File: src/rtl/raytrace_pkg.sv
// rtl/raytrace_pkg.sv - shared types and constants for the ray traversal blocks
// Contents: traversal status and controller state encodings, face-mask bit
// indices (bit0=x, bit1=y, bit2=z) and the largest voxel coordinate.
package raytrace_pkg;

    typedef enum logic [1:0] {
        ST_HIT     = 2'd0,
        ST_MISS    = 2'd1,
        ST_TIMEOUT = 2'd2,
        ST_LOST    = 2'd3
    } trav_status_e;

    typedef enum logic [1:0] {
        S_IDLE  = 2'd0,
        S_ISSUE = 2'd1,
        S_WAIT  = 2'd2,
        S_DONE  = 2'd3
    } trav_state_e;

    localparam int FACE_X = 0;
    localparam int FACE_Y = 1;
    localparam int FACE_Z = 2;

    localparam logic [4:0] COORD_MAX = 5'd31;

endpackage

File: src/rtl/ray_exit_detect.sv
// rtl/ray_exit_detect.sv - combinational grid-exit detection for one step result
// Ports:
//   cur_ix/iy/iz  voxel that was issued to the core
//   dir_sx/sy/sz  step direction per axis, 1 = +
//   face_mask     axis the core stepped across (bit0=x, bit1=y, bit2=z)
//   oob           core reports the new position left the grid
//   wrap          the crossing axis was already on the boundary in its direction
//   grid_exit     wrap or oob
module ray_exit_detect
    import raytrace_pkg::*;
(
    input  logic [4:0] cur_ix,
    input  logic [4:0] cur_iy,
    input  logic [4:0] cur_iz,
    input  logic       dir_sx,
    input  logic       dir_sy,
    input  logic       dir_sz,
    input  logic [2:0] face_mask,
    input  logic       oob,
    output logic       wrap,
    output logic       grid_exit
);

    logic edge_x;
    logic edge_y;
    logic edge_z;

    // A 5-bit coordinate stepping past its boundary silently wraps in the
    // core, so the crossing must be caught from the pre-step position.
    assign edge_x = dir_sx ? (cur_ix == COORD_MAX) : (cur_ix == 5'd0);
    assign edge_y = dir_sy ? (cur_iy == COORD_MAX) : (cur_iy == 5'd0);
    assign edge_z = dir_sz ? (cur_iz == COORD_MAX) : (cur_iz == 5'd0);

    assign wrap = (face_mask[FACE_X] & edge_x)
                | (face_mask[FACE_Y] & edge_y)
                | (face_mask[FACE_Z] & edge_z);

    assign grid_exit = wrap | oob;

endmodule

File: src/rtl/ray_traversal_ctrl.sv
// rtl/ray_traversal_ctrl.sv - per-ray step sequencer in front of the voxel raytracer core
// Ports:
//   clk, rst_n                  clock, asynchronous active-low reset
//   load_mode                   scene load in progress, blocks ray acceptance
//   ray_valid/ray_ready, ray_*  initialised ray input
//   step_*, step_valid          single-step request to the core
//   core_*, core_valid          step result from the core
//   res_valid/res_ready, res_*  registered traversal result
//   busy                        controller not idle
module ray_traversal_ctrl
    import raytrace_pkg::*;
#(
    parameter int W         = 32,
    parameter int CORE_LAT  = 5,
    parameter int MAX_STEPS = 96,
    parameter int STEP_W    = 7
) (
    input  logic              clk,
    input  logic              rst_n,
    input  logic              load_mode,
    input  logic              ray_valid,
    output logic              ray_ready,
    input  logic [4:0]        ray_ix,
    input  logic [4:0]        ray_iy,
    input  logic [4:0]        ray_iz,
    input  logic              ray_sx,
    input  logic              ray_sy,
    input  logic              ray_sz,
    input  logic [W-1:0]      ray_next_x,
    input  logic [W-1:0]      ray_next_y,
    input  logic [W-1:0]      ray_next_z,
    input  logic [W-1:0]      ray_inc_x,
    input  logic [W-1:0]      ray_inc_y,
    input  logic [W-1:0]      ray_inc_z,
    output logic [4:0]        step_ix,
    output logic [4:0]        step_iy,
    output logic [4:0]        step_iz,
    output logic              step_sx,
    output logic              step_sy,
    output logic              step_sz,
    output logic [W-1:0]      step_next_x,
    output logic [W-1:0]      step_next_y,
    output logic [W-1:0]      step_next_z,
    output logic [W-1:0]      step_inc_x,
    output logic [W-1:0]      step_inc_y,
    output logic [W-1:0]      step_inc_z,
    output logic              step_valid,
    input  logic [4:0]        core_ix,
    input  logic [4:0]        core_iy,
    input  logic [4:0]        core_iz,
    input  logic [W-1:0]      core_next_x,
    input  logic [W-1:0]      core_next_y,
    input  logic [W-1:0]      core_next_z,
    input  logic [2:0]        core_face_mask,
    input  logic [2:0]        core_face_id,
    input  logic              core_oob,
    input  logic              core_occupied,
    input  logic              core_valid,
    output logic              res_valid,
    input  logic              res_ready,
    output logic [1:0]        res_status,
    output logic [4:0]        res_ix,
    output logic [4:0]        res_iy,
    output logic [4:0]        res_iz,
    output logic [2:0]        res_face_id,
    output logic [STEP_W-1:0] res_steps,
    output logic              busy
);

    localparam int WD_W = $clog2(CORE_LAT + 3);

    trav_state_e       state;
    trav_state_e       state_nxt;

    logic [4:0]        cur_ix;
    logic [4:0]        cur_iy;
    logic [4:0]        cur_iz;
    logic              dir_sx;
    logic              dir_sy;
    logic              dir_sz;
    logic [W-1:0]      cur_next_x;
    logic [W-1:0]      cur_next_y;
    logic [W-1:0]      cur_next_z;
    logic [W-1:0]      cur_inc_x;
    logic [W-1:0]      cur_inc_y;
    logic [W-1:0]      cur_inc_z;
    logic [STEP_W-1:0] step_cnt;
    logic [2:0]        last_face_id;
    logic [WD_W-1:0]   wd;
    trav_status_e      res_status_q;

    logic              accept;
    logic [STEP_W-1:0] cnt_inc;
    logic [WD_W-1:0]   wd_inc;
    logic              hit_now;
    logic              wrap_now;
    logic              grid_exit;
    logic              limit_now;
    logic              lost_now;

    ray_exit_detect u_exit_detect (
        .cur_ix    (cur_ix),
        .cur_iy    (cur_iy),
        .cur_iz    (cur_iz),
        .dir_sx    (dir_sx),
        .dir_sy    (dir_sy),
        .dir_sz    (dir_sz),
        .face_mask (core_face_mask),
        .oob       (core_oob),
        .wrap      (wrap_now),
        .grid_exit (grid_exit)
    );

    // rst_n is left out here so the registers never depend on it outside reset.
    assign accept    = ray_valid & (state == S_IDLE) & ~load_mode;
    assign cnt_inc   = step_cnt + STEP_W'(1);
    assign wd_inc    = wd + WD_W'(1);
    assign hit_now   = core_occupied;
    assign limit_now = (cnt_inc == STEP_W'(MAX_STEPS));
    // Fires on the last WAIT cycle in which a result could still have arrived.
    assign lost_now  = (wd_inc == WD_W'(CORE_LAT + 2));

    always_ff @(posedge clk or negedge rst_n) begin
        if (!rst_n) begin
            state <= S_IDLE;
        end else begin
            state <= state_nxt;
        end
    end

    always_comb begin
        state_nxt = state;
        case (state)
            S_IDLE: begin
                if (accept) begin
                    state_nxt = S_ISSUE;
                end
            end
            S_ISSUE: begin
                state_nxt = S_WAIT;
            end
            S_WAIT: begin
                if (core_valid) begin
                    if (hit_now || grid_exit || limit_now) begin
                        state_nxt = S_DONE;
                    end else begin
                        state_nxt = S_ISSUE;
                    end
                end else if (lost_now) begin
                    state_nxt = S_DONE;
                end
            end
            S_DONE: begin
                if (res_ready) begin
                    state_nxt = S_IDLE;
                end
            end
            default: state_nxt = S_IDLE;
        endcase
    end

    always_comb begin
        ray_ready  = (state == S_IDLE) & ~load_mode & rst_n;
        step_valid = (state == S_ISSUE);
        res_valid  = (state == S_DONE);
        busy       = (state != S_IDLE);
    end

    always_ff @(posedge clk or negedge rst_n) begin
        if (!rst_n) begin
            cur_ix       <= '0;
            cur_iy       <= '0;
            cur_iz       <= '0;
            dir_sx       <= 1'b0;
            dir_sy       <= 1'b0;
            dir_sz       <= 1'b0;
            cur_next_x   <= '0;
            cur_next_y   <= '0;
            cur_next_z   <= '0;
            cur_inc_x    <= '0;
            cur_inc_y    <= '0;
            cur_inc_z    <= '0;
            step_cnt     <= '0;
            last_face_id <= '0;
            wd           <= '0;
            res_status_q <= ST_HIT;
            res_ix       <= '0;
            res_iy       <= '0;
            res_iz       <= '0;
            res_face_id  <= '0;
            res_steps    <= '0;
        end else begin
            case (state)
                S_IDLE: begin
                    if (accept) begin
                        cur_ix       <= ray_ix;
                        cur_iy       <= ray_iy;
                        cur_iz       <= ray_iz;
                        dir_sx       <= ray_sx;
                        dir_sy       <= ray_sy;
                        dir_sz       <= ray_sz;
                        cur_next_x   <= ray_next_x;
                        cur_next_y   <= ray_next_y;
                        cur_next_z   <= ray_next_z;
                        cur_inc_x    <= ray_inc_x;
                        cur_inc_y    <= ray_inc_y;
                        cur_inc_z    <= ray_inc_z;
                        step_cnt     <= '0;
                        last_face_id <= '0;
                    end
                end
                S_ISSUE: begin
                    wd <= '0;
                end
                S_WAIT: begin
                    wd <= wd_inc;
                    if (core_valid) begin
                        if (hit_now) begin
                            res_status_q <= ST_HIT;
                            res_ix       <= cur_ix;
                            res_iy       <= cur_iy;
                            res_iz       <= cur_iz;
                            res_face_id  <= last_face_id;
                            res_steps    <= step_cnt;
                        end else if (grid_exit) begin
                            res_status_q <= ST_MISS;
                            res_ix       <= cur_ix;
                            res_iy       <= cur_iy;
                            res_iz       <= cur_iz;
                            res_face_id  <= last_face_id;
                            res_steps    <= step_cnt;
                        end else if (limit_now) begin
                            // The limiting step did complete, so report where it landed.
                            res_status_q <= ST_TIMEOUT;
                            res_ix       <= core_ix;
                            res_iy       <= core_iy;
                            res_iz       <= core_iz;
                            res_face_id  <= core_face_id;
                            res_steps    <= cnt_inc;
                        end else begin
                            step_cnt     <= cnt_inc;
                            cur_ix       <= core_ix;
                            cur_iy       <= core_iy;
                            cur_iz       <= core_iz;
                            cur_next_x   <= core_next_x;
                            cur_next_y   <= core_next_y;
                            cur_next_z   <= core_next_z;
                            last_face_id <= core_face_id;
                        end
                    end else if (lost_now) begin
                        res_status_q <= ST_LOST;
                        res_ix       <= cur_ix;
                        res_iy       <= cur_iy;
                        res_iz       <= cur_iz;
                        res_face_id  <= last_face_id;
                        res_steps    <= step_cnt;
                    end
                end
                default: ;
            endcase
        end
    end

    assign res_status  = res_status_q;
    assign step_ix     = cur_ix;
    assign step_iy     = cur_iy;
    assign step_iz     = cur_iz;
    assign step_sx     = dir_sx;
    assign step_sy     = dir_sy;
    assign step_sz     = dir_sz;
    assign step_next_x = cur_next_x;
    assign step_next_y = cur_next_y;
    assign step_next_z = cur_next_z;
    assign step_inc_x  = cur_inc_x;
    assign step_inc_y  = cur_inc_y;
    assign step_inc_z  = cur_inc_z;

endmodule

File: config.mk
export PLATFORM = sky130hd
export DESIGN_NAME = ray_traversal_ctrl
export DESIGN_NICKNAME = d
export VERILOG_FILES = /design/src/rtl/raytrace_pkg.sv /design/src/rtl/ray_exit_detect.sv /design/src/rtl/ray_traversal_ctrl.sv
export SDC_FILE = /design/constraint.sdc
export NUM_CORES = 1
export LEC_CHECK = 0
export CAP_MARGIN = 20
export CORE_AREA = 5 5 219 221
export DETAILED_ROUTE_END_ITERATION = 8
export DIE_AREA = 0 0 224 226
export HOLD_SLACK_MARGIN = 0.02
export SETUP_SLACK_MARGIN = 0.1
export SLEW_MARGIN = 5
export SYNTH_ARGS = -nofsm -noshare
export SYNTH_HDL_FRONTEND = slang
export SYNTH_SLANG_ARGS = --single-unit
File: constraint.sdc
create_clock -name clk -period 3.13 [get_ports clk]
set_input_delay 0.7825 -clock clk [delete_from_list [all_inputs] [get_ports clk]]
set_output_delay 0.7825 -clock clk [all_outputs]
set_load 0.01 [all_outputs]
Word level (Yosys, flattened, before mapping)

Cells that the tools add are included.

Add/sub/neg operators: 2
$mul: 0
Div/mod/pow operators: 0
Magnitude comparators: 0
Equality and inequality tests: 16
Shift-type cells: 0
Muxes and demuxes: 87
Bitwise logic cells: 11
Reductions and logical operators: 14

Operator list:

| operator                                              | number |
|---|---|
| two-way mux 32 bit                                    | 15 |
| one-hot mux 32 bit (2 select lines)                   | 3 |
| two-way mux 5 bit                                     | 30 |
| two-way mux 7 bit                                     | 10 |
| two-way mux 3 bit                                     | 10 |
| one-hot mux 5 bit (2 select lines)                    | 3 |
| two-way mux 2 bit                                     | 9 |
| == test 5 bit, second input constant                  | 3 |
| logical NOT 5 bit                                     | 3 |
| one-hot mux 7 bit (2 select lines)                    | 1 |
| one-hot mux 3 bit (2 select lines)                    | 2 |
| inequality test 2 bit, second input constant          | 5 |
| one-hot mux 2 bit (4 select lines)                    | 1 |
| nonzero test 2 bit                                    | 4 |
| adder 7 x 1 -> 7 bit, second input constant           | 1 |
| AND 1 bit                                             | 7 |
| == test 7 bit, second input constant                  | 1 |
| AND reduction 3 bit                                   | 2 |
| AND reduction 6 bit                                   | 1 |
| == test 2 bit, second input constant                  | 2 |
| inequality test 4 x 2 -> 1 bit, second input constant | 1 |
| adder 3 x 1 -> 3 bit, second input constant           | 1 |
| == test 3 bit, second input constant                  | 1 |
| two-way mux 1 bit                                     | 3 |
| 8 further kinds                                       | 11 |

Register bits: 252
Bits in latches: 0
Memory bits (writable): 0
ROM bits: 0
Output and inout port bits: 241
Memories kept: 0

Logic depth before layout (Yosys ltp)

Gate-level depths: netlist of run 1.

Depth after elaboration: 11
Gate-level depth with buffers: 10
Depth with buffers taken out: 7

Cells and area by module

From an unflattened synthesis of run 1, not the netlist that was laid out.

Cells, all modules: 1091
Area total of the unflattened synthesis: 12318.1 sq um

By module, submodules not included:

| module             | times used | cells an instance | area each (sq um) | seq. area each (sq um) |
|---|---|---|---|---|
| ray_traversal_ctrl | 1          | 1074              | 12190.4           | 6306.0 |
| ray_exit_detect    | 1          | 17                | 127.6             | 0.0 |

Least setup slack after synthesis of run 1

Ideal clock, no wire load.

Path kind: in2reg
From: input port core_face_mask[1]
To: register step_cnt[0]
Setup time: 0.138 ns
Arrival time: 2.271 ns
Path slack: 0.721 ns
Stages on the path: 8
Path buffers: 2
Cell sequence: or3b_2 o221a_2 nand3_2 nor3_1 buf_2 buf_2 mux2i_1 o22ai_1

Cells in the longest elaborated chain, start to end: 6

RTL lines:

| item                            | RTL line                  | RTL |
|---|---|---|
| start, declared                 | ray_traversal_ctrl.sv:54  | `input logic [2:0] core_face_mask,` |
| AND 1 bit                       | ray_exit_detect.sv:35     | `\| (face_mask[FACE_Y] & edge_y)` |
| bitwise OR 1 bit                | ray_exit_detect.sv:35     |  |
| bitwise OR 1 bit                | ray_exit_detect.sv:36     | `\| (face_mask[FACE_Z] & edge_z);` |
| bitwise OR 1 bit                | ray_exit_detect.sv:38     | `assign grid_exit = wrap \| oob;` |
| inequality test 2 bit (no line) | --                        |  |
| AND reduction 6 bit (no line)   | --                        |  |
| end signal, assigned            | ray_traversal_ctrl.sv:241 | `step_cnt <= cnt_inc;` |
| end, declared                   | ray_traversal_ctrl.sv:87  | `logic [STEP_W-1:0] step_cnt;` |

Every way passes these cells.
A chain may end at the register's enable or synchronous reset.

Final worst setup path of run 1

From: register state[0]
To: output port busy

Cells in the longest elaborated chain, start to end: 1

RTL lines:

| item                   | RTL line                  | RTL |
|---|---|---|
| start, declared        | ray_traversal_ctrl.sv:72  | `trav_state_e state;` |
| start signal, assigned | ray_traversal_ctrl.sv:127 | `state <= state_nxt;` |
| nonzero test 2 bit     | ray_traversal_ctrl.sv:166 | `busy = (state != S_IDLE);` |
| end, declared          | ray_traversal_ctrl.sv:67  | `output logic busy` |

Every way passes these cells.

==> impl_metrics.yaml, run 1 <==
place:
  hpwlAfterDp_mm: 35.4
  gp_congestion: 0.849
  portBuffers: 575
  pre_cts_ws_ps: 81.0
  placedInstanceArea_mm2: 0.0178
sta:
  fmax_mhz: 348
  hold_viol_final: 0
  fin_crit_sh_pct: 91.8
  skew_ps: 19.3
  tns_ps: 0
  drv_slew: 0
  worst_slack_ps: 258
  tightest_slew_ps: 1040
  period_needed_ps: 2870
  rsz0062_at_grt: "false"
  max_slew_margin_pct: 30.4
  setup_viol: 0
status:
  status: "completed"
floorplanning:
  die_h_um: 226
  die_w_um: 224
  start_util_pct: 24.5
  die_area_mm2: 0.0506
  core_mm2: 0.0460
  io_pins: 576
  rows: 79
power_and_ir_drop:
  peakVddDrop_mv: 0.582
  power.density_mw_per_mm2: 951
  power_leakage_uw: 0.00750
route:
  first_iter_violations: 615
  first_pass_iters: 6
  antenna_left: 0
  wl_per_cell_um: 22.4
  routed_wl_mm: 48.1
  drc_errors: 0
  vias: 10600
  vias_per_cell: 4.92
logic_synthesis:
  ys.flop_type: "dfrtp_1"
  avgSynthCellArea_um2: 11.7
  syn-num-nets: 1303
  synth.distinct_cells: 41
  syn-instance-count: 961
  synth_area_mm2: 0.0113
  synth_edf_count: 0
  ys_async_sr_fraction_pct: 100
  yosys_register_bits: 252
  ys_seq_area_share_pct: 56.0
  ys_warn_count: 0
grt:
  grt-ovfl-total: 0
  grt_pass1_wl_mm: 70.7
  antenna_found_initial: 5
  grt_pass1_vias: 11000
  track_usage_pct: 17.8
  grt_max_degree: 155
clocking:
  cts.sinks: 252
  ctsHoldBuffers: 0
  clk_path_buf_depth: 3
  clk_pin_slew_ps: 60
  cts_root_buf: "clkbuf_16"
  cts_tree: "done"
  cts.htree.levels: 1
  cts_setup_buffers: 0
  insertion_delay_ps: 580
  cts_buffers: 31
critical_path:
  worst-setup-path-type: "flop to output port"
  startpoint_type: "flop"
  critPathRequiredTime_ps: 2350
  reg2reg_to: "step_next_x[6]$_DFFE_PN0P_"
  crit-reg2reg-launch: "step_cnt[2]$_DFFE_PN0P_"
  crit_path_start: "state[0]$_DFFE_PN0P_"
  endpoint_kind: "output port"
  rrSetupSlack_ps: 640
  cp_max_fo: 5
  worstPathArrival_ps: 2090
  worstRegToRegCells: 7
finish:
  fillers: 4485
  multi_input_area_mm2: 0.00453
  drive_above_1_share_pct: 12.5
  fin_nets: 1856
  stdcell_area_mm2: 0.0188
  seq_area_mm2: 0.00631
  area_growth_pct: 66.8
job:
  cap_violations: 0
worst_hold_path:
  hp-class: "primary input to async pin"
[cell usage in the layout, fill, tap and decap left out, drive strengths merged]
cell type | synthesis | final
nor3b | 4 | 4
bufinv | 0 | 3
nand3b | 2 | 2
nand3 | 10 | 10
and3 | 5 | 5
clkinv | 0 | 7
a21o | 1 | 1
nor3 | 5 | 5
nor2 | 7 | 7
or3b | 1 | 1
xor2 | 4 | 4
a31oi | 2 | 2
dfrtp | 252 | 252
or4 | 2 | 2
mux2 | 99 | 99
nand2 | 35 | 35
o22a | 2 | 2
xnor2 | 2 | 2
o221a | 1 | 1
inv | 9 | 10
clkinvlp | 0 | 1
a2bb2oi | 2 | 2
o21ai | 147 | 147
o32a | 1 | 1
nor2b | 1 | 1
o22ai | 3 | 3
mux2i | 21 | 21
nand4 | 5 | 5
a21oi | 13 | 13
ha | 7 | 7
dlygate4sd2 | 0 | 1
diode | 0 | 1
clkdlybuf4s50 | 0 | 573
clkbuf | 57 | 44
and2 | 1 | 1
nand2b | 1 | 1
a21boi | 1 | 1
nor4 | 3 | 3
a22oi | 226 | 226
buf | 29 | 32
[cell usage after synthesis, types with 4 or more instances]
cell      number  area share, %
nand2_1       35            1.2
nor3b_1        4           0.27
mux2i_1       21            1.9
clkbuf_1      57            1.9
and3_1         4           0.22
nand4_1        5           0.28
xor2_1         4           0.31
buf_2         15           0.67
dfrtp_1      252             56
nand3_1        9           0.40
buf_6          7           0.70
a21oi_1       13           0.58
inv_1          9           0.30
o21ai_0       79            3.5
buf_4          6           0.40
a22oi_1      226             15
o21ai_1       68            3.0
nor2_1         7           0.23
ha_1           7           0.78
mux2_2        99            9.9
[sequential cells by signal, summed over array words and instances, names as in the netlist]
register and flops:
step_inc_y 32, step_iy 5, step_ix 5, step_cnt 7
step_next_z 32, step_sy 1, step_next_y 32, step_sx 1
step_iz 5, wd 3, step_inc_x 32, last_face_id 3
step_inc_z 32, res_status 2, state 2, step_sz 1
res_steps 7, step_next_x 32, res_face_id 3, res_iy 5
res_ix 5, res_iz 5
[layer usage]
metal  vias up  GRT usage (%)  part of all wire (%)
met4         4           4.03                   2.0
met5         -              0                 0.066
met2       451           31.3                    50
met1      5281           20.7                    38
met3        54           6.77                   9.8
li1       4771              -                     -
[cell type report]
class,count,share of cell area [%]
well taps,607,4.04
clock inverters,12,0.753
clock buffers,44,4.66
diodes,1,0.0133
repair buffers,606,32.6
flip-flops and latches,252,33.6
inverters,9,0.193
multi-input cells,614,24.1
[worst max path at each step]
stage                     cells past startpoint                           to  slack (ps)
after global routing                          4                         busy         110
after global placement                        9        res_iz[2]$_DFFE_PN0P_         120
after detailed placement                      9  step_next_z[12]$_DFFE_PN0P_          80
after floorplan                               8      step_cnt[0]$_DFFE_PN0P_         720
final                                         4                         busy         260
after CTS                                     4                         busy         190
[logic make-up (layout without fill, tap and decap cells)]
| kind of cell | count (synthesis) | count (layout) | synth area share (%) |
|---|---|---|---|
| and+or+nand+nor | 82 | 82 | 3.79 |
| xor gates and xnor gates | 6 | 6 | 0.467 |
| DFF | 252 | 252 | 56.0 |
| buffers and inverters | 95 | 671 | 4.10 |
| adders and majority gates | 7 | 7 | 0.778 |
| muxes | 120 | 120 | 11.8 |
| other | 0 | 1 | 0 |
| AOI/OAI and AO/OA | 399 | 399 | 23.1 |
[stage by stage]
stage                     hold slack, ps  std cells  util [%]  power [uW]
after CTS                            271       2144      40.8       18100
after global placement               464       2088      38.6       14200
after global routing                 309       2145      40.9       18900
after detailed placement             469       2088      38.6       14400
final                                273       2145      40.9       17900
after floorplan                      478        961         -        9420
[critical path, stage by stage (launching register included)]
cell	delay [ps]
dfrtp_1	410
inv_1	90
ha_1	210
inv_1	200
clkdlybuf4s50_1	600
[report_power, final]
group / switching, uW / total (uW) / internal [uW] / leakage (uW)
combinational: 3680 / 8290 / 4620 / 0.00388
sequential: 1140 / 5930 / 4790 / 0.00312
clock: 1460 / 3630 / 2180 / 0.000502
total: 6270 / 17900 / 11600 / 0.00750
[timing repair]
| action | CTS | global route |
|---|---|---|
| endpoints found under the setup margin | 1 | 0 |
| resized for setup | 1 | 0 |
| endpoints found under the hold margin | 0 | 0 |
Power figures use the tool's default switching activity.
==> inputs of run 2 (changes only) <==
--- a/config.mk
+++ b/config.mk
@@ -10,8 +10,10 @@
 export DETAILED_ROUTE_END_ITERATION = 8
 export DIE_AREA = 0 0 224 226
 export HOLD_SLACK_MARGIN = 0.02
+export PLACE_DENSITY = 0.64
 export SETUP_SLACK_MARGIN = 0.1
 export SLEW_MARGIN = 5
 export SYNTH_ARGS = -nofsm -noshare
 export SYNTH_HDL_FRONTEND = slang
 export SYNTH_SLANG_ARGS = --single-unit
+export TNS_END_PERCENT = 30
==> constraint.sdc (replaced) <==
create_clock -name clk -period 3 [get_ports clk]
set_input_delay 0.75 -clock clk [delete_from_list [all_inputs] [get_ports clk]]
set_output_delay 0.75 -clock clk [all_outputs]
set_load 0.01 [all_outputs]
==> run 2 against run 1 <==
Effect of this change: core utilization rose by 0.18 points; combinational power up 5.5%; die area unchanged; sequential power grew 4.6%; sequential cell count is the same; design area up 0.44%; non-clock buffer count rose by 17; cell count increased by 0.56%; clock power is 4% lower; first-iteration DRC count increased by 8.1%; setup slack worse by 13 ps; sequential share of layout area down 0.15 points; largest power group unchanged; highest routed layer unchanged.
==> impl_metrics.yaml, run 2 (synthesis results as in run 1) <==
grt:
  grt_max_degree: 136
  grt-ovfl-total: 0
  antenna_found_initial: 2
  grt_pass1_vias: 11100
  grt_pass1_wl_mm: 70.3
  track_usage_pct: 17.8
sta:
  drv_slew: 0
  hold_viol_final: 0
  fmax_mhz: 363
  setup_viol: 0
  whs_ps: 179
  tightest_slew_ps: 800
  tns_ps: 0
  fin_crit_sh_pct: 91.8
  skew_ps: 17.2
  rsz0062_at_grt: "true"
  period_needed_ps: 2760
  max_slew_margin_pct: 46.7
status:
  status: "completed"
clocking:
  cts.sinks: 252
  insertion_delay_ps: 590
  clk_pin_slew_ps: 60
  cts.htree.levels: 1
  cts_setup_buffers: 0
  cts_tree: "done"
  cts_buffers: 31
  cts_root_buf: "clkbuf_16"
  clk_path_buf_depth: 3
power_and_ir_drop:
  power_leakage_uw: 0.00756
  power.total_uw: 18400
  power.density_mw_per_mm2: 978
  peakVddDrop_mv: 0.558
route:
  first_pass_iters: 5
  antenna_left: 0
  vias_per_cell: 4.95
  first_iter_violations: 665
  wl_per_cell_um: 22.2
  vias: 10700
  routed_wl_mm: 47.9
  drc_errors: 0
critical_path:
  critPathMaxStageDelay_ps: 400
  critPathRequiredTime_ps: 2250
  crit_path_start: "state[1]$_DFFE_PN0P_"
  crit-reg2reg-launch: "step_cnt[2]$_DFFE_PN0P_"
  worst-setup-path-type: "flop to output port"
  cpMaxStageDelayCell: "dfrtp_1"
  worstPathArrival_ps: 2010
  reg2reg_to: "step_next_x[5]$_DFFE_PN0P_"
  cp_max_fo: 5
  worstRegToRegCells: 7
  endpoint_kind: "output port"
  path_cells: "inv_1 -> ha_2 -> inv_2 -> nor3b_1 -> dlygate4sd2_1"
  rrSetupSlack_ps: 410
  startpoint_type: "flop"
  cp-endpoint: "ray_ready"
finish:
  mostFrequentLayoutCell: "clkdlybuf4s50_1"
  area_growth_pct: 67.5
  drive_above_1_share_pct: 13.4
  most-common-layout-cells: "clkdlybuf4s50_1 (572), dfrtp_1 (252), a22oi_1 (226), mux2_2 (99), o21ai_0 (78)"
  fin_nets: 1873
  stdcell_area_mm2: 0.0189
floorplanning:
  die_h_um: 226
  start_util_pct: 24.5
  io_pins: 576
  die_w_um: 224
  core_mm2: 0.0460
  rows: 79
  die_area_mm2: 0.0506
place:
  portBuffers: 575
  gp_congestion: 0.850
  hpwlAfterDp_mm: 35.5
  placedInstanceArea_mm2: 0.0179
job:
  cap_violations: 0
worst_hold_path:
  hp-class: "primary input to async pin"
## run 2: changes by cell type in the layout (fill, tap and decap cells not counted), sizes merged
cell	change
buf	+17
bufinv	-3
clkbuf	-1
clkdlybuf4s50	-1
clkinv	-1
dlymetal6s2s	+1
## run 2: timing repair
action / in CTS / in global routing
gates cloned: 0 / 0
resized for setup: 3 / 1
hold buffers: 0 / 0
hold endpoints to repair: 0 / 0
endpoints found under the setup margin: 2 / 2
## run 2: routing by layer
| metal | vias up | track usage [%] | wire, um |
|---|---|---|---|
| li1 | 4805 | - | - |
| met1 | 5278 | 20.7 | 18000 |
| met2 | 504 | 30.2 | 23400 |
| met3 | 80 | 7.05 | 4820 |
| met4 | 2 | 5.53 | 1610 |
| met5 | - | 0 | 13 |
## run 2: how the worst min path moves through the flow
stage                                   from                          end  slack, ps
global placement    res_steps[1]$_DFFE_PN0P_     res_steps[1]$_DFFE_PN0P_        460
global route                           rst_n   step_inc_z[29]$_DFFE_PN0P_        240
finish                                 rst_n   step_inc_z[29]$_DFFE_PN0P_        180
CTS                                    rst_n   step_inc_z[29]$_DFFE_PN0P_        220
detailed placement     res_ix[3]$_DFFE_PN0P_        res_ix[3]$_DFFE_PN0P_        470
floorplan                              rst_n  last_face_id[0]$_DFFE_PN0P_        450
## run 2: where the power goes
part	total [uW]	internal, uW	switching [uW]
registers	6200	5000	1200
clock network	3500	2000	1490
logic	8750	4900	3840
total	18400	11900	6540
## run 2: area by class of cell
class	count	area [um^2]
Fill cell	4455	27100
Sequential cell	252	6310
Timing Repair Buffer	623	6300
Multi-Input combinational cell	614	4530
Clock buffer	43	871
Tap cell	607	759
Clock inverter	8	57.6
Inverter	9	36.3
Antenna cell	1	2.50
## run 2: critical path, delay by kind of cell (launching register included)
kind	cells	cell delay, ps
buf+inv	3	540
fa+ha+maj	1	270
simple gates	1	210
flops	1	400
## run 2: metrics by stage
step | setup slack, ps | util (%) | cells
global placement | 68.1 | 39.0 | 2105
floorplan | 624 | - | 961
CTS | 123 | 41.0 | 2156
global route | 92.6 | 41.0 | 2157
finish | 245 | 41.0 | 2157
detailed placement | -7.14 | 39.0 | 2105
